$ cat src/rtl/ball_handoff_ctrl.sv
// ball_handoff_ctrl: two-board ball ownership sequencer.
// Packs the ball for I2C transmit with bounded retry and unpacks returned balls.
`default_nettype none

module ball_handoff_ctrl #(
    parameter int TIMEOUT_CYC = 2500000,
    parameter int MAX_RETRY   = 3
) (
    input  logic       clk_25MHZ,
    input  logic       reset,
    input  logic       game_start,
    input  logic       game_over,
    input  logic       ball_send_trigger,
    input  logic [9:0] ball_y_in,
    input  logic [7:0] ball_vy_in,
    input  logic [1:0] gravity_in,
    input  logic [7:0] speed_in,
    output logic       i2c_start,
    output logic [7:0] tx_y0,
    output logic [7:0] tx_y1,
    output logic [7:0] tx_yspeed,
    output logic [7:0] tx_gravity,
    output logic [7:0] tx_speed,
    input  logic       is_i2c_master_done,
    input  logic       i2c_nack,
    input  logic       go_left,
    input  logic [7:0] slv_reg0_y0,
    input  logic [7:0] slv_reg1_y1,
    input  logic [7:0] slv_reg2_Yspeed,
    input  logic [7:0] slv_reg3_gravity,
    input  logic [7:0] slv_reg4_ballspeed,
    output logic       ball_load,
    output logic [9:0] load_y,
    output logic [7:0] load_vy,
    output logic [1:0] load_gravity,
    output logic [7:0] load_speed,
    output logic       local_active,
    output logic       responsing_i2c,
    output logic       link_error,
    output logic [7:0] contrl_led
);

    localparam int TW = (TIMEOUT_CYC > 1) ? $clog2(TIMEOUT_CYC) : 1;
    localparam int RW = (MAX_RETRY > 0) ? $clog2(MAX_RETRY + 1) : 1;
    localparam logic [TW-1:0] TMAX = TW'(TIMEOUT_CYC - 1);
    localparam logic [RW-1:0] RMAX = RW'(MAX_RETRY);

    typedef enum logic [2:0] {
        IDLE        = 3'd0,
        PLAY_LOCAL  = 3'd1,
        SEND        = 3'd2,
        WAIT_DONE   = 3'd3,
        PLAY_REMOTE = 3'd4,
        LOAD        = 3'd5,
        ERROR       = 3'd6
    } state_t;

    state_t        state_q, state_d;
    logic [TW-1:0] timer_q, timer_d;
    logic [RW-1:0] retry_q, retry_d;
    logic          pending_q, pending_d;
    logic          latch_tx;

    logic [7:0] tx_y0_q, tx_y1_q, tx_yspeed_q, tx_gravity_q, tx_speed_q;
    logic [9:0] load_y_q;
    logic [7:0] load_vy_q, load_speed_q;
    logic [1:0] load_gravity_q;
    logic       i2c_start_q, ball_load_q, local_active_q, resp_q, link_error_q;
    logic [7:0] led_q;

    logic [9:0] w_raw_y;
    logic       w_clamp_y;
    logic       w_unused;

    assign w_raw_y   = {slv_reg0_y0[1:0], slv_reg1_y1};
    assign w_clamp_y = (slv_reg0_y0[7:2] != 6'd0) || (w_raw_y > 10'd479);
    assign w_unused  = ^slv_reg3_gravity[7:2];

    always_comb begin
        state_d   = state_q;
        timer_d   = timer_q;
        retry_d   = retry_q;
        pending_d = pending_q;
        latch_tx  = 1'b0;
        case (state_q)
            IDLE: begin
                if (game_start)   state_d = PLAY_LOCAL;
                else if (go_left) state_d = LOAD;
            end
            PLAY_LOCAL: begin
                if (ball_send_trigger) begin
                    state_d  = SEND;
                    latch_tx = 1'b1;
                    retry_d  = '0;
                end
            end
            SEND: begin
                timer_d = '0;
                state_d = WAIT_DONE;
                if (go_left) pending_d = 1'b1;
            end
            WAIT_DONE: begin
                if (go_left) pending_d = 1'b1;
                // Saturating increment: the timer leaves this state at TMAX anyway.
                if (timer_q != TMAX) timer_d = timer_q + TW'(1);
                if (is_i2c_master_done && !i2c_nack) begin
                    state_d = PLAY_REMOTE;
                end else if (is_i2c_master_done || (timer_q == TMAX)) begin
                    if (retry_q < RMAX) begin
                        retry_d = retry_q + RW'(1);
                        state_d = SEND;
                    end else begin
                        state_d   = ERROR;
                        pending_d = 1'b0;
                    end
                end
            end
            PLAY_REMOTE: begin
                if (go_left || pending_q) begin
                    state_d   = LOAD;
                    pending_d = 1'b0;
                end
            end
            LOAD:  state_d = PLAY_LOCAL;
            ERROR: if (game_start) state_d = PLAY_LOCAL;
            default: state_d = IDLE;
        endcase
        if (game_over && (state_q != IDLE) && (state_q != ERROR)) begin
            state_d   = IDLE;
            pending_d = 1'b0;
            latch_tx  = 1'b0;
        end
    end

    always_ff @(posedge clk_25MHZ) begin
        if (reset) begin
            state_q        <= IDLE;
            timer_q        <= '0;
            retry_q        <= '0;
            pending_q      <= 1'b0;
            tx_y0_q        <= '0;
            tx_y1_q        <= '0;
            tx_yspeed_q    <= '0;
            tx_gravity_q   <= '0;
            tx_speed_q     <= '0;
            load_y_q       <= '0;
            load_vy_q      <= '0;
            load_gravity_q <= '0;
            load_speed_q   <= '0;
            i2c_start_q    <= 1'b0;
            ball_load_q    <= 1'b0;
            local_active_q <= 1'b0;
            resp_q         <= 1'b0;
            link_error_q   <= 1'b0;
            led_q          <= 8'h01;
        end else begin
            state_q   <= state_d;
            timer_q   <= timer_d;
            retry_q   <= retry_d;
            pending_q <= pending_d;
            if (latch_tx) begin
                tx_y0_q      <= {6'b0, ball_y_in[9:8]};
                tx_y1_q      <= ball_y_in[7:0];
                tx_yspeed_q  <= ball_vy_in;
                tx_gravity_q <= {6'b0, gravity_in};
                tx_speed_q   <= speed_in;
            end
            if (state_d == LOAD) begin
                load_y_q       <= w_clamp_y ? 10'd479 : w_raw_y;
                load_vy_q      <= slv_reg2_Yspeed;
                load_gravity_q <= slv_reg3_gravity[1:0];
                load_speed_q   <= (slv_reg4_ballspeed == 8'd0) ? 8'd1 : slv_reg4_ballspeed;
            end
            // Status outputs track the next state so every output is registered.
            i2c_start_q    <= (state_d == SEND);
            ball_load_q    <= (state_d == LOAD);
            local_active_q <= (state_d == PLAY_LOCAL);
            resp_q         <= (state_d == SEND) || (state_d == WAIT_DONE);
            link_error_q   <= (state_d == ERROR);
            led_q          <= 8'h01 << state_d;
        end
    end

    assign i2c_start      = i2c_start_q;
    assign tx_y0          = tx_y0_q;
    assign tx_y1          = tx_y1_q;
    assign tx_yspeed      = tx_yspeed_q;
    assign tx_gravity     = tx_gravity_q;
    assign tx_speed       = tx_speed_q;
    assign ball_load      = ball_load_q;
    assign load_y         = load_y_q;
    assign load_vy        = load_vy_q;
    assign load_gravity   = load_gravity_q;
    assign load_speed     = load_speed_q;
    assign local_active   = local_active_q;
    assign responsing_i2c = resp_q;
    assign link_error     = link_error_q;
    assign contrl_led     = led_q;

endmodule

`default_nettype wire
$ cat config.mk
export PLATFORM = sky130hd
export DESIGN_NAME = ball_handoff_ctrl
export DESIGN_NICKNAME = d
export VERILOG_FILES = /design/src/rtl/ball_handoff_ctrl.sv
export SDC_FILE = /design/constraint.sdc
export NUM_CORES = 1
export LEC_CHECK = 0
export ABC_AREA = 1
export CAP_MARGIN = 20
export CORE_ASPECT_RATIO = 0.75
export CORE_UTILIZATION = 45
export CTS_CLUSTER_DIAMETER = 120
export CTS_CLUSTER_SIZE = 24
export DETAILED_ROUTE_END_ITERATION = 8
export GPL_TIMING_DRIVEN = 0
export PLACE_DENSITY = 0.83
export SETUP_SLACK_MARGIN = 0.3
export SYNTH_ARGS = -nofsm -noshare
export SYNTH_HDL_FRONTEND = slang
export SYNTH_SLANG_ARGS = --single-unit
$ cat constraint.sdc
create_clock -name clk_25MHZ -period 2.4 [get_ports clk_25MHZ]
set_clock_uncertainty 0.2 [all_clocks]
set_input_delay 0.48 -clock clk_25MHZ [delete_from_list [all_inputs] [get_ports clk_25MHZ]]
set_output_delay 0.48 -clock clk_25MHZ [all_outputs]
set_load 0.01 [all_outputs]
==> results.ini, run 1 <==
[placement]
worst_setup_slack_post_dpl_ps = -253.1
port_buffers = 137
globalplace.congestion = 0.9552
hpwl_um = 9601

[sta]
layout_worst_path_cycle_share_pct = 88.22
timing.final.hold_violations = 0
timing.final.setup_violations = 0
worst-slew-pin-transition_ps = 637.9
rsz_0062_raised_after_global_routing = true
finalCriticalPeriod_ps = 2117
tns_ps = 0
timing.final.max_slew_violations = 0
maxSlewHeadroom_pct = 57.14
fin_worst_hold_slack_ps = 266.0
achievable-frequency_mhz = 472.3
layout_setup_ws_ps = 282.7

[clock_network]
num_cts_buffers = 9
cts_htree_levels = 3
tritoncts = built
latest_clock_arrival_within_the_worst_skew_pair_ps = 350
cts-root-to-sink-buffers = 2
cts-root-buf = sky130_fd_sc_hd__clkbuf_16
clkSinkCount = 97
cts.hold.buffers_added = 0
clock_pin_slew_of_the_registers_on_the_worst_case_setup_and_hold_paths_ps = 70

[worst_setup_path]
setup.worst_path.start = timer_q[0]
worstSetupEndpoint = load_vy[0]
reg2reg_from = timer_q[0]
cp_data_required_time_ps = 2480
critical_path.startpoint_type = register
critPathKind = reg2reg
crit_path_end_kind = register
setup.reg_to_reg.worst_slack_ps = 280
rr_endpoint = load_vy[0]
worst-path-max-fanout = 7
r2r_cells = 12
timing.critical_path.arrival_ps = 2200

[detailed_routing]
postRouteAntennaNets = 0
routed_wirelength_um = 13990
number_of_vias_per_cell_after_detailed_routing = 5.161
drc_errors = 0
via_count = 4929
detail_route.first_pass.iterations = 5
drt_iter0_markers = 400
routed_wire_length_per_instance_um = 14.65

[die]
die_height_um = 87.96
die_w_um = 116.6
initial_core_util_pct = 47.62
placementRows = 30
floorplan.die_area_um2 = 10260
ioPinCount = 157
design.core.area_um2 = 9309

[power_and_ir_drop]
share_clk_of_total_power_pct = 25.8
p_sw_share_pct = 34.20
power_per_cell_area_nw_per_um2 = 846.9
peakVddDrop_mv = 0.4978
share_seq_of_total_power_pct = 36.3
power_frac_comb_pct = 37.9
total_power_uw = 5612
leakagePower_uw = 0.002751
p_int_uw = 3693
power_switching_uw = 1919

[final_layout]
finalNetCount = 900
final_util_pct = 71.18
layout_common_cells = sky130_fd_sc_hd__nor2_1 (162), sky130_fd_sc_hd__clkdlybuf4s50_1 (136), sky130_fd_sc_hd__nand2_1 (104)
area_delta_synth_final_pct = 49.48
final_layout_size_suffix_gt1_share_pct = 13.06
most_frequent_standard_cell_in_the_layout_excluding_fill_and_tap_cells = sky130_fd_sc_hd__nor2_1
n_fill_cell = 722
antenna_cells_inserted = 0

[yosys]
synth.avg_cell_area_um2 = 6.905
synthTopCellsByArea = sky130_fd_sc_hd__dfxtp_1 (44%), sky130_fd_sc_hd__nor2_1 (14%), sky130_fd_sc_hd__nand2_1 (9.1%)
synth_top_cell_area_share_pct = 43.80
netlist-cell-type-count = 37
synthCells = 642
synth.yosys.warnings = 0
ys_seq_area_share_pct = 43.80
synth_area_um2 = 4433
synth_seq_cells = 97
synth_top_area_cell = sky130_fd_sc_hd__dfxtp_1

[grt]
global_route.usage.total_pct = 25.73
grt_remaining_overflow = 0
largest_net_degree_at_the_start_of_global_routing = 17
antenna_found_initial = 0
wire_length_of_the_first_global_routing_pass_um = 20270
grt_pass1_vias = 4270

[outcome]
outcome = complete, no violations

[run]
max-cap-violations = 0

[min_path]
timing.hold.worst.class = reg2reg

## layout make-up
class / count / area [um2] / area share (%)
Buffer: 35 / 234.0 / 3.531
Multi-Input combinational cell: 460 / 2197 / 33.16
Timing Repair Buffer: 157 / 1553 / 23.43
Clock buffer: 10 / 229.0 / 3.455
Tap cell: 128 / 160.2 / 2.417
Inverter: 62 / 232.7 / 3.512
Sequential cell: 97 / 1953 / 29.48
Clock inverter: 6 / 67.56 / 1.020
## synth_stat cells
master and number:
sky130_fd_sc_hd__dfxtp_1 97, sky130_fd_sc_hd__nand2_2 4, sky130_fd_sc_hd__nand4_1 16, sky130_fd_sc_hd__inv_2 8
sky130_fd_sc_hd__o21ai_1 1, sky130_fd_sc_hd__ha_1 2, sky130_fd_sc_hd__nand3_2 4, sky130_fd_sc_hd__nor2_1 166
sky130_fd_sc_hd__xor2_1 1, sky130_fd_sc_hd__or2_2 1, sky130_fd_sc_hd__clkbuf_1 10, sky130_fd_sc_hd__clkbuf_2 1
sky130_fd_sc_hd__buf_4 15, sky130_fd_sc_hd__a21o_1 2, sky130_fd_sc_hd__nand3_1 50, sky130_fd_sc_hd__conb_1 1
sky130_fd_sc_hd__a31o_2 1, sky130_fd_sc_hd__a21oi_4 2, sky130_fd_sc_hd__nor2_8 1, sky130_fd_sc_hd__nor4_1 2
sky130_fd_sc_hd__nand3b_1 1, sky130_fd_sc_hd__nand2_1 107, sky130_fd_sc_hd__nor2_2 2, sky130_fd_sc_hd__buf_2 3
sky130_fd_sc_hd__a21oi_1 25, sky130_fd_sc_hd__a21oi_2 1, sky130_fd_sc_hd__o21ai_0 33, sky130_fd_sc_hd__a31oi_1 1
sky130_fd_sc_hd__o22ai_1 1, sky130_fd_sc_hd__a211oi_1 2, sky130_fd_sc_hd__buf_6 3, sky130_fd_sc_hd__clkinv_1 2
sky130_fd_sc_hd__nor3_2 2, sky130_fd_sc_hd__nor3_1 18, sky130_fd_sc_hd__buf_1 3, sky130_fd_sc_hd__inv_1 52
sky130_fd_sc_hd__o2111ai_1 1
## logic make-up after synthesis
kind of cell,synth area share (%)
AOI/OAI and AO/OA,8.947
xor gates and xnor gates,0.1976
adders and majority gates,0.5644
buffers and inverters,10.10
DFF,43.80
other,0.08459
and+or+nand+nor,36.30
## power by group through the flow
stage | clock network, uW | registers (uW) | logic [uW]
after detailed placement | 0 | 2050 | 1850
after CTS | 1450 | 2030 | 1930
after floorplan | 0 | 2160 | 896
after global placement | 0 | 2050 | 1800
final | 1450 | 2040 | 2130
after global routing | 1530 | 2060 | 2300
## through the flow
stage | cells | instance area [um2]
final | 955 | 6626
after global routing | 955 | 6626
after CTS | 941 | 6410
after detailed placement | 919 | 6010
after global placement | 919 | 6010
after floorplan | 654 | 4478
## timing repair
action / 4_1_cts / 5_1_grt
setup buffers: 5 / 12
pin swaps: 3 / 9
resized for setup: 17 / 35
endpoints found under the setup margin: 64 / 66
cloned: 1 / 2
## worst max-delay path: stages, from the launching register on
cell and delay (ps):
sky130_fd_sc_hd__dfxtp_4 380, sky130_fd_sc_hd__ha_4 180, sky130_fd_sc_hd__nand3_4 120, sky130_fd_sc_hd__nor2_2 160, sky130_fd_sc_hd__nand3_2 140, sky130_fd_sc_hd__nand2_2 120
sky130_fd_sc_hd__nand2_4 80, sky130_fd_sc_hd__nand2_4 80, sky130_fd_sc_hd__nand2_4 60, sky130_fd_sc_hd__nor2_8 190, sky130_fd_sc_hd__buf_6 160, sky130_fd_sc_hd__nor2_1 50
sky130_fd_sc_hd__nor2_1 110
## layer usage
layer  GRT usage [%]  part of all wire [%]
met4           8.861                   2.2
met1           32.82                    41
met5               0                     0
met2           41.90                    47
met3           7.405                   9.2
## state kept, by name, summed over array words and instances, names as in the netlist, 3 cells and up
register    count
timer_q        22
tx_speed        8
tx_yspeed       8
load_y         10
tx_y1           8
state_q         3
contrl_led      8
load_vy         8
load_speed      8
## worst min-delay path by stage
stage / start / endpoint / slack (ps) / depth (start not counted)
6_report: load_y[9] / load_y[9] / 270 / 2
5_1_grt: load_y[9] / load_y[9] / 270 / 2
4_1_cts: load_y[9] / load_y[9] / 270 / 2
3_5_place_dp: load_y[9] / load_y[9] / 260 / 2
3_3_place_gp: load_y[9] / load_y[9] / 230 / 2
2_1_floorplan: retry_q[1] / retry_q[1] / 250 / 2
(Power assumes the default switching activity.)
==> run 2, diff against run 1 <==
- MAX_ROUTING_LAYER: default -> met4
==> results.ini, run 2 (same netlist as run 1, synthesis figures left out) <==
[outcome]
outcome = complete, no violations

[worst_setup_path]
crit_chain = ha_4 -> nand3_4 -> nor2_4 -> nand3_4 -> nand2_2 -> nand2_2 -> a21oi_4 -> buf_4 -> nand2_1 -> nand3_1 -> nand2_1
timing.critical_path.arrival_ps = 2130
cp_slowest_stage_delay_ps = 370
critical_path.slowest_cell = sky130_fd_sc_hd__dfxtp_4
reg2reg_from = timer_q[1]
r2r_cells = 11
setup.worst_path.start = timer_q[1]
critPathKind = reg2reg
cell_type_group_with_the_largest_total_delay_on_the_critical_path = simple AND/OR/NAND/NOR gates
crit_cells = 11
crit_path_end_kind = register
cp_data_required_time_ps = 2440
worst-path-max-fanout = 5
worst-path-buf-inv = 1
critical_path.startpoint_type = register

[sta]
worst-slew-pin-transition_ps = 662.3
fin_worst_hold_slack_ps = 248.0
finalCriticalPeriod_ps = 2090
rsz_0062_raised_after_global_routing = true
achievable-frequency_mhz = 478.5
timing.final.setup_violations = 0
layout_worst_path_cycle_share_pct = 87.08
maxSlewHeadroom_pct = 55.51
timing.final.hold_violations = 0
timing.final.max_slew_violations = 0

[die]
design.core.area_um2 = 9309
ioPinCount = 157
floorplan.die_area_um2 = 10260
initial_core_util_pct = 47.62
die_height_um = 87.96
die_w_um = 116.6
placementRows = 30

[clock_network]
cts-root-to-sink-buffers = 2
cts.hold.buffers_added = 0
clkSinkCount = 97
cts-root-buf = sky130_fd_sc_hd__clkbuf_16
tritoncts = built
cts_htree_levels = 3
latest_clock_arrival_within_the_worst_skew_pair_ps = 350
clock_pin_slew_of_the_registers_on_the_worst_case_setup_and_hold_paths_ps = 70
num_cts_buffers = 9

[detailed_routing]
number_of_vias_per_cell_after_detailed_routing = 5.065
via_count = 4812
routed_wirelength_um = 13820
drt_iter0_markers = 405
postRouteAntennaNets = 0
routed_wire_length_per_instance_um = 14.55
detail_route.first_pass.iterations = 5
drc_errors = 0

[grt]
antenna_found_initial = 0
wire_length_of_the_first_global_routing_pass_um = 20600
grt_pass1_vias = 4364
grt_remaining_overflow = 0
largest_net_degree_at_the_start_of_global_routing = 17
global_route.usage.total_pct = 26.90

[power_and_ir_drop]
power_frac_comb_pct = 38.4
peakVddDrop_mv = 0.5157
leakagePower_uw = 0.002734
share_seq_of_total_power_pct = 36.9
share_clk_of_total_power_pct = 24.6
power_switching_uw = 1915
p_sw_share_pct = 34.75
p_int_uw = 3596
power_per_cell_area_nw_per_um2 = 833.7

[run]
max-cap-violations = 0

[min_path]
worstHoldStart = load_y[9]
min_path_cells = 2
timing.hold.worst.class = reg2reg

[final_layout]
finish.instance_area_um2 = 6610
layout_common_cells = sky130_fd_sc_hd__nor2_1 (160), sky130_fd_sc_hd__clkdlybuf4s50_1 (135), sky130_fd_sc_hd__nand2_1 (106)
final_layout_size_suffix_gt1_share_pct = 13.38
area_delta_synth_final_pct = 49.11
most_frequent_standard_cell_in_the_layout_excluding_fill_and_tap_cells = sky130_fd_sc_hd__nor2_1
finalNetCount = 896
largest_register_ff_count = 22
antenna_cells_inserted = 0
largest_register = timer_q

[placement]
hpwl_um = 9715
placement.cell_area_um2 = 6010
globalplace.congestion = 0.9615
port_buffers = 137

[run 2: changes by cell type in the layout (fill, tap and decap cells not counted), sizes merged]
cell,previous run,this run
buf,43,39
bufinv,1,0
clkdlybuf4s50,136,135
clkinv,4,3
clkinvlp,2,3
dlymetal6s2s,1,2
[run 2: worst paths after layout]
| kind | end | slack [ps] |
|---|---|---|
| worst max-delay path | load_y[5] | 310 |
| worst min-delay path | load_y[9] | 250 |
| worst max register to register | load_y[5] | 310 |
| worst min register to register | load_y[9] | 250 |
[run 2: power by group through the flow]
stage	combinational [uW]	clock [uW]	sequential, uW
2_1_floorplan	896	0	2160
3_3_place_gp	1810	0	2040
3_5_place_dp	1850	0	2060
4_1_cts	1960	1370	2030
5_1_grt	2290	1440	2070
6_report	2120	1360	2040
[run 2: through the flow]
stage / setup TNS (ps) / utilization (%) / power [uW] / setup WS [ps] / std cells
floorplan: 0 / - / 3058 / 391.2 / 654
global placement: -4410 / 64.56 / 3851 / -220.6 / 919
detailed placement: -4184 / 64.56 / 3907 / -219.3 / 919
CTS: 0 / 68.80 / 5365 / 300.6 / 940
global route: 0 / 71.01 / 5799 / 257.1 / 950
finish: 0 / 71.01 / 5511 / 310.1 / 950
[run 2: repair_timing]
item	in CTS	in global routing
cloned	2	2
gates resized for setup	22	47
setup buffers	4	8
endpoints found under the setup margin	72	63
pin swaps	3	8
[run 2: per-layer routing]
layer  vias up  part of all wire (%)  track usage [%]
li1       2382                     -                -
met1      2201                    43            35.00
met2       215                    48            42.55
met3        14                   7.6            6.228
met4         0                  0.80            5.984
met5         -                     0                -
[run 2: worst reg2reg max path, stage by stage, from the launching register on]
cell	delay, ps
sky130_fd_sc_hd__dfxtp_4	370
sky130_fd_sc_hd__ha_4	180
sky130_fd_sc_hd__nand3_4	130
sky130_fd_sc_hd__nor2_4	140
sky130_fd_sc_hd__nand3_4	110
sky130_fd_sc_hd__nand2_2	80
sky130_fd_sc_hd__nand2_2	90
sky130_fd_sc_hd__a21oi_4	280
sky130_fd_sc_hd__buf_4	210
sky130_fd_sc_hd__nand2_1	60
sky130_fd_sc_hd__nand3_1	70
sky130_fd_sc_hd__nand2_1	60
[run 2: area by class of cell]
class | count | area [um2]
fillers | 743 | 2699
multi-input cells | 460 | 2230
flip-flops and latches | 97 | 1961
repair buffers | 153 | 1511
clock buffers | 10 | 239.0
plain buffers | 35 | 236.5
inverters | 62 | 232.7
well taps | 128 | 160.2
clock inverters | 5 | 40.04
==> run 3, diff against run 2 <==
- CTS_BUF_LIST: default -> sky130_fd_sc_hd__clkbuf_16
- HOLD_SLACK_MARGIN: default -> 0.08
==> results.ini, run 3 (same netlist as run 1, synthesis figures left out) <==
[final_layout]
final_layout_size_suffix_gt1_share_pct = 13.26
largest_register = timer_q
finalNetCount = 896
most_frequent_standard_cell_in_the_layout_excluding_fill_and_tap_cells = sky130_fd_sc_hd__nor2_1
antenna_cells_inserted = 0
finish.instance_area_um2 = 6600
largest_register_ff_count = 22
n_fill_cell = 744
layout_common_cells = sky130_fd_sc_hd__nor2_1 (160), sky130_fd_sc_hd__clkdlybuf4s50_1 (135), sky130_fd_sc_hd__nand2_1 (106)
area_delta_synth_final_pct = 48.89

[sta]
timing.final.max_slew_violations = 0
timing.final.setup_violations = 0
layout_worst_path_cycle_share_pct = 87.29
rsz_0062_raised_after_global_routing = true
achievable-frequency_mhz = 477.3
timing.final.hold_violations = 0
maxSlewHeadroom_pct = 56.41
layout_setup_ws_ps = 304.9
fin_worst_hold_slack_ps = 248.0
finalCriticalPeriod_ps = 2095
worst-slew-pin-transition_ps = 648.9

[worst_setup_path]
worst-path-buf-inv = 1
cp_data_required_time_ps = 2440
worst-path-max-fanout = 5
setup.worst_path.start = timer_q[1]
timing.critical_path.arrival_ps = 2130
worstSetupEndpoint = load_y[5]
critical_path.startpoint_type = register
rr_endpoint = load_y[5]
cell_type_group_with_the_largest_total_delay_on_the_critical_path = simple AND/OR/NAND/NOR gates
r2r_cells = 11
reg2reg_from = timer_q[1]
critical_path.slowest_cell = sky130_fd_sc_hd__dfxtp_4
cp_slowest_stage_delay_ps = 370
setup.reg_to_reg.worst_slack_ps = 300
crit_chain = ha_4 -> nand3_4 -> nor2_4 -> nand3_4 -> nand2_2 -> nand2_2 -> a21oi_4 -> buf_4 -> nand2_1 -> nand3_1 -> nand2_1
critPathKind = reg2reg
crit_cells = 11
crit_path_end_kind = register

[power_and_ir_drop]
total_power_uw = 5480
peakVddDrop_mv = 0.5157
leakagePower_uw = 0.002728
power_per_cell_area_nw_per_um2 = 830.3

[clock_network]
cts_htree_levels = 3
num_cts_buffers = 9
tritoncts = built
cts-root-to-sink-buffers = 2
latest_clock_arrival_within_the_worst_skew_pair_ps = 350
clkSinkCount = 97
cts-root-buf = sky130_fd_sc_hd__clkbuf_16
cts.hold.buffers_added = 0
clock_pin_slew_of_the_registers_on_the_worst_case_setup_and_hold_paths_ps = 70

[die]
floorplan.die_area_um2 = 10260
design.core.area_um2 = 9309
initial_core_util_pct = 47.62
ioPinCount = 157
placementRows = 30
die_w_um = 116.6
die_height_um = 87.96

[detailed_routing]
routed_wirelength_um = 13840
postRouteAntennaNets = 0
detail_route.first_pass.iterations = 5
routed_wire_length_per_instance_um = 14.57
drc_errors = 0
number_of_vias_per_cell_after_detailed_routing = 5.069
via_count = 4816
drt_iter0_markers = 405

[placement]
port_buffers = 137
placement.cell_area_um2 = 6010
worst_setup_slack_post_dpl_ps = -219.3
hpwl_um = 9715
globalplace.congestion = 0.9615

[outcome]
outcome = complete, no violations

[grt]
largest_net_degree_at_the_start_of_global_routing = 17
antenna_found_initial = 0
grt_remaining_overflow = 0
grt_pass1_vias = 4364
wire_length_of_the_first_global_routing_pass_um = 20600
global_route.usage.total_pct = 26.90

[min_path]
timing.hold.worst.class = reg2reg

[run]
max-cap-violations = 0

[run 3: stage by stage]
stage / cells / TNS [ps] / util (%)
5_1_grt: 950 / 0 / 70.90
3_5_place_dp: 919 / -4184 / 64.56
6_report: 950 / 0 / 70.90
2_1_floorplan: 654 / 0 / -
4_1_cts: 940 / 0 / 68.70
3_3_place_gp: 919 / -4410 / 64.56
[run 3: repair_timing]
| item | 4_1_cts | 5_1_grt |
|---|---|---|
| resized for setup | 22 | 47 |
| setup buffers | 4 | 8 |
| setup endpoints to repair | 72 | 63 |
| gates cloned | 2 | 2 |
| pin swaps | 3 | 8 |
[run 3: area by class of cell]
| cell class | count | area (um2) | area share (%) |
|---|---|---|---|
| Multi-Input combinational cell | 460 | 2230 | 33.78 |
| Tap cell | 128 | 160.2 | 2.427 |
| Clock inverter | 6 | 43.79 | 0.6635 |
| Clock buffer | 9 | 225.2 | 3.412 |
| Buffer | 35 | 236.5 | 3.583 |
| Timing Repair Buffer | 153 | 1511 | 22.90 |
| Sequential cell | 97 | 1961 | 29.71 |
| Inverter | 62 | 232.7 | 3.526 |
[run 3: how the worst min path moves through the flow]
| stage | cells after the start | endpoint | start |
|---|---|---|---|
| 2_1_floorplan | 2 | retry_q[1] | retry_q[1] |
| 3_3_place_gp | 2 | load_y[9] | load_y[9] |
| 3_5_place_dp | 2 | load_y[9] | load_y[9] |
| 4_1_cts | 2 | load_y[9] | load_y[9] |
| 5_1_grt | 2 | load_y[5] | load_y[5] |
| 6_report | 2 | load_y[9] | load_y[9] |
[run 3: routing by layer]
metal | part of all wire (%) | vias to the layer above | track usage, % | routed length, um
met1 | 43 | 2204 | 35.00 | 6000
li1 | - | 2383 | - | -
met2 | 48 | 212 | 42.55 | 6675
met5 | 0 | - | - | 0
met4 | 0.95 | 0 | 5.984 | 131
met3 | 7.4 | 17 | 6.228 | 1030
[run 3: worst register-to-register path: cells and delay by family (launching register included)]
kind | cells | cell delay (ps)
flip-flops | 1 | 370
AO/OA/AOI/OAI | 1 | 280
buffers and inverters | 1 | 210
adder cells (fa/ha/maj) | 1 | 180
AND/OR/NAND/NOR | 8 | 740
[run 3: power by group]
part	switching [uW]	internal, uW	leakage (uW)
clock	626	698	0.000122
combinational	1140	979	0.00181
sequential	150	1890	0.000794
==> RTL change 1 (flow settings as in run 2) <==
The output `contrl_led` loses its register stage (`led_q` becomes a continuous assignment).
--- a/src/rtl/ball_handoff_ctrl.sv
+++ b/src/rtl/ball_handoff_ctrl.sv
@@ -152,7 +152,6 @@
             local_active_q <= 1'b0;
             resp_q         <= 1'b0;
             link_error_q   <= 1'b0;
-            led_q          <= 8'h01;
         end else begin
             state_q   <= state_d;
             timer_q   <= timer_d;
@@ -177,9 +176,10 @@
             local_active_q <= (state_d == PLAY_LOCAL);
             resp_q         <= (state_d == SEND) || (state_d == WAIT_DONE);
             link_error_q   <= (state_d == ERROR);
-            led_q          <= 8'h01 << state_d;
         end
     end
+
+    assign led_q = 8'h01 << state_d;
 
     assign i2c_start      = i2c_start_q;
     assign tx_y0          = tx_y0_q;
Function: changed (Yosys sat finds a counterexample within 4 cycles, from zero or initial values and one cycle with reset high).
==> RTL change 1 against run 2 <==
- design area rose by 5.8%
- routed wire length increased by 21%
- critical path type is now reg -> out
- area after synthesis fell by 4.0%
- the flow now finishes with violations (negative setup slack)
- sequential cell count fell by 8
- critical path depth increased by 2
- first-iteration DRC count increased by 53%
- setup slack got worse by 600 ps
- power rose by 7.9%
==> RTL change 1: results (changes against run 2) <==
Outcome
  – Status: complete, but fails checks
  – Failing checks: negative setup slack

Final layout
  – Layout cell share with drive strength beyond 1: 0.222 (+0.0877)
  – Fillers: 579 (-22%)
  – Finished Core Util: 0.767 (+0.0567)
  – Nets: 918 (+2.5%)

Yosys
  – Commonest cells in the netlist: 187 x nor2_1, 94 x nand2_1, 89 x dfxtp_1
  – Synth area leaders: dfxtp_1 42%, nor2_1 16%, nand2_1 8.3%
  – Distinct cells, synth: 34 (-8.1%)
  – Average size of a mapped cell: 6.74 sq um (-2.5%)
  – Seq/Total Area, Yosys: 0.419 (-0.0195)

Worst setup path
  – Critical Path Fanout Max: 5 (unchanged)
  – R2r startpoint: state_q[2]
  – Worst Path Arrival: 2010 ps (-120 ps)
  – Reg2reg setup slack: -10 ps (-320 ps)
  – FF-to-FF End: load_vy[3]
  – Critical path class: reg -> out
  – R2R depth: 15 (+4)

Placement
  – Hpwl dp: 9530 microns (-1.9%)
  – Gpl congestion: 0.938 (-2.4%)
  – Post-DP Area: 5860 sq um (-2.5%)

STA
  – Min Hold Slack: 244 ps (-3.65 ps)
  – Setup ws final: -292 ps (-602 ps)
  – Final Setup Violations: 10 (+10)

Power and ir drop
  – Peak supply drop: 0.514 mV (-0.27%)
  – P_leak: 0.00291 uW (+6.3%)

Drt
  – Routed WL: 16,700 microns (+21%)
  – Pre-antenna DRT Iters: 7 (+2)
  – Iter 0 DRT Violations: 621 (+53%)
  – Vias: 5,326 (+11%)
  – Vias/cell: 5.48 (+8.2%)

Global route
  – First-pass GRT wire length: 21,600 microns (+5.1%)
  – Largest net degree at the start of global routing: 16 (-1)
  – Vias in the first global route: 4,487 (+2.8%)
  – Gr usage total: 0.294 (+0.0245)
[RTL change 1: final cells by class]
class / count / area share
Inverter: 66 / 0.0383
Tap cell: 128 / 0.0229
Clock inverter: 6 / 0.0200
Multi-Input combinational cell: 452 / 0.335
Buffer: 37 / 0.0404
Sequential cell: 89 / 0.258
Timing Repair Buffer: 185 / 0.253
Clock buffer: 9 / 0.0322
[RTL change 1: timing repair]
item | 4_1_cts | 5_1_grt
hold endpoints to repair | 0 | 0
pin swaps | 29 | 40
endpoints found under the setup margin | 75 | 75
setup buffers | 30 | 16
resized for setup | 92 | 72
cloned | 1 | 2
hold buffers | 0 | 0
[RTL change 1: where the power goes]
group | switching [uW] | internal [uW] | leakage [uW]
registers | 147 | 1700 | 0.000730
clock network | 624 | 1130 | 0.000178
logic | 1210 | 1150 | 0.00200
total | 1980 | 3970 | 0.00291
[RTL change 1: worst max-delay path, cell delays in order (launching register included)]
cell	delay, ps
dfxtp_2	370
ha_4	160
nand2_4	60
inv_4	70
nand2_4	60
nor2_4	110
nand3_4	100
nand2_2	110
nand2_2	80
nand2_4	130
nand2_4	90
nor2_4	110
buf_6	110
buf_6	90
[RTL change 1: worst max-delay path by stage]
| stage | start | endpoint | slack [ps] | cells past startpoint |
|---|---|---|---|---|
| after floorplan | timer_q[1] | contrl_led[5] | 190 | 12 |
| after global placement | is_i2c_master_done | contrl_led[5] | -1030 | 10 |
| after detailed placement | is_i2c_master_done | contrl_led[5] | -1040 | 10 |
| after CTS | timer_q[1] | contrl_led[5] | -200 | 13 |
| after global routing | timer_q[13] | contrl_led[5] | -370 | 12 |
| final | timer_q[1] | contrl_led[5] | -290 | 13 |
[RTL change 1: cells by family (layout without fill, tap and decap cells)]
kind of cell	Yosys count	count (layout)	share of synthesized area
simple gates	367	367	0.378
flops	89	89	0.419
other cells	1	13	0.000881
buf+inv	103	303	0.108
compound gates	66	66	0.0797
fa+ha+maj	2	2	0.00588
xor+xnor	4	4	0.00823
[RTL change 1: layer usage]
metal,track usage,up-vias,routed length [microns]
li1,-,2401,-
met1,0.352,2420,6390
met2,0.488,404,7730
met3,0.0636,101,1700
met4,0.107,0,887
met5,-,-,0
[RTL change 1: metrics by stage]
| stage | setup WS (ps) | setup TNS [ps] |
|---|---|---|
| global route | -370 | -2460 |
| floorplan | 186 | 0 |
| CTS | -199 | -931 |
| finish | -292 | -1750 |
| detailed placement | -1040 | -12250 |
| global placement | -1030 | -11390 |
==> RTL change 2 (config.mk and constraints of run 2) <==
Made on the original files. `MAX_RETRY`: 3 -> 6.
--- a/src/rtl/ball_handoff_ctrl.sv
+++ b/src/rtl/ball_handoff_ctrl.sv
@@ -4,7 +4,7 @@
 
 module ball_handoff_ctrl #(
     parameter int TIMEOUT_CYC = 2500000,
-    parameter int MAX_RETRY   = 3
+    parameter int MAX_RETRY   = 6
 ) (
     input  logic       clk_25MHZ,
     input  logic       reset,
Check against the original RTL: same outputs for any inputs over 10 cycles, from zero or initial values and one cycle with reset high; that may be too few to reach the edited logic, so the function may still have changed.
==> RTL change 2 against run 2 <==
- routed wire length hardly changed
- sequential cell count is 1 higher
- die area is 2.0% higher
- combinational power is 7% lower
- setup slack better by 85 ps
- via count hardly changed
- non-clock buffer count is 5 lower
- power is 0.33% lower
- critical path type is now in -> reg
- highest routed layer unchanged
- area after synthesis is 2.1% higher
- design area is 0.59% higher
==> RTL change 2: results (changes against run 2) <==
Placement
  – Post-DP Area: 6120 sq um (+1.8%)
  – PortBufs: 138 (+0.73%)
  – Placed Cells: 926 (+0.76%)
  – Worst slack, placed: -99.7 ps (+120 ps)
  – Gpl congestion: 0.903 (-6.1%)
  – Hpwl dp: 10,200 microns (+4.8%)

Outcome
  – Status: complete, no violations

Power and ir drop
  – Switch share: 0.339 (-0.00876)
  – Sequential Power: 2020 uW
  – P_leak: 0.00272 uW (-0.40%)
  – Biggest consumer: registers
  – Peak supply drop: 0.625 mV (+21%)
  – Total power: 5490 uW (-0.33%)
  – Clock power share: 0.274 (+0.028)

Worst setup path
  – FF-to-FF End: load_gravity[1]
  – Reg2reg setup slack: 400 ps (+90 ps)
  – Critical Path Fanout Max: 10 (+5)
  – Worst Path Arrival: 2050 ps (-80 ps)
  – R2R depth: 10 (-1)
  – R2r startpoint: timer_q[15]
  – Worst Setup SP: go_left

STA
  – Actual slew at the worst max-slew pin: 584 ps (-77.8 ps)
  – Min Hold Slack: 277 ps (+29.4 ps)

Yosys
  – Mapped Cells: 644 (+0.31%)
  – Synth Area in Compound Gates: 0.0943 (+0.00480)
  – Seq/Total Area, Yosys: 0.434 (-0.00454)
  – Distinct cells, synth: 42 (+14%)
  – Commonest cells in the netlist: 169 x nor2_1, 109 x nand2_1, 98 x dfxtp_1
  – Post-Synth XOR/XNOR Area: 0.0135 (+0.0116)
  – Adder-cell area share of the yosys netlist: 0.00553 (-0.000115)
  – Post-synthesis mux area share: 0 (unchanged)
  – Synth area leaders: dfxtp_1 43%, nor2_1 14%, nand2_1 9.0%

Final layout
  – Nets: 894 (-0.22%)
  – Fillers: 779 (+4.8%)
  – Layout cell share with drive strength beyond 1: 0.124 (-0.00958)

Global route
  – M3 GR Usage: 0.0728 (+0.0105)
  – Met1 global-route usage: 0.337 (-0.0134)
  – First-pass GRT wire length: 21,300 microns (+3.5%)
  – Gr usage total: 0.268 (-0.000612)
  – Largest net degree at the start of global routing: 19 (+2)
  – Grt met2 use: 0.417 (-0.00839)
  – Vias in the first global route: 4,459 (+2.2%)

Drt
  – Iter 0 DRT Violations: 349 (-14%)
  – Routed wl met2: 6180 microns (-7.4%)
  – Routed WL: 13,800 microns (about the same)
  – Routed length per instance: 14.5 microns (-0.25%)
  – Vias: 4,809 (-0.062%)
  – M1 WL: 6210 microns (+3.7%)
  – Met3 WL: 1090 microns (+3.3%)

Worst hold path
  – Hold Startpoint: load_y[5]
  – Worst Hold End: load_y[5]

Clock tree
  – Longest Clk Path Bufs: 2 (unchanged)
## RTL change 2: cell types whose count changed after synthesis, sizes merged, moves of 3 or more
cell / delta
xor2: +5
nand2: +6
nand3: -4
nor3: -6
o21ai: +6
nand4: -4
nor2: +3
inv: -6
## RTL change 2: worst max path at each step
| stage | slack [ps] | to | depth (start not counted) |
|---|---|---|---|
| after floorplan | 350 | load_speed[6] | 11 |
| after detailed placement | -100 | load_y[3] | 11 |
| after global placement | -40 | load_y[0] | 11 |
| after CTS | 310 | load_speed[7] | 12 |
| final | 390 | load_gravity[1] | 9 |
| after global routing | 270 | load_speed[7] | 12 |
## RTL change 2: repair_timing
item	4_1_cts	5_1_grt
endpoints found under the setup margin	67	66
buffers inserted	5	4
resized for setup	14	43
gates cloned	2	0
pin swaps	4	7
## RTL change 2: worst max-delay path, stage by stage
cell and delay (ps):
clkdlybuf4s50_1 570, nor2_1 60, nor2_1 180, nor3_4 80, a21oi_4 220, clkbuf_4 250, nand3_1 100, nand2_1 60
nor2_1 40
## RTL change 2: kinds of logic after synthesis
family	count (synthesis)
simple gates	370
flops	98
buf+inv	91
compound gates	75
xor+xnor	7
fa+ha+maj	2
other cells	1
## RTL change 2: final cells by class
class                           count  area share
Inverter                           57      0.0326
Clock buffer                        9      0.0339
Multi-Input combinational cell    467       0.340
Clock inverter                      7      0.0126
Buffer                             34      0.0339
Sequential cell                    98       0.298
Tap cell                          132      0.0248
Timing Repair Buffer              149       0.224
## RTL change 2: per-stage QoR
| step | TNS [ps] | utilization |
|---|---|---|
| after floorplan | 0 | - |
| after global placement | -580 | 0.631 |
| after detailed placement | -2240 | 0.631 |
| after CTS | 0 | 0.674 |
| after global routing | 0 | 0.686 |
| final | 0 | 0.686 |
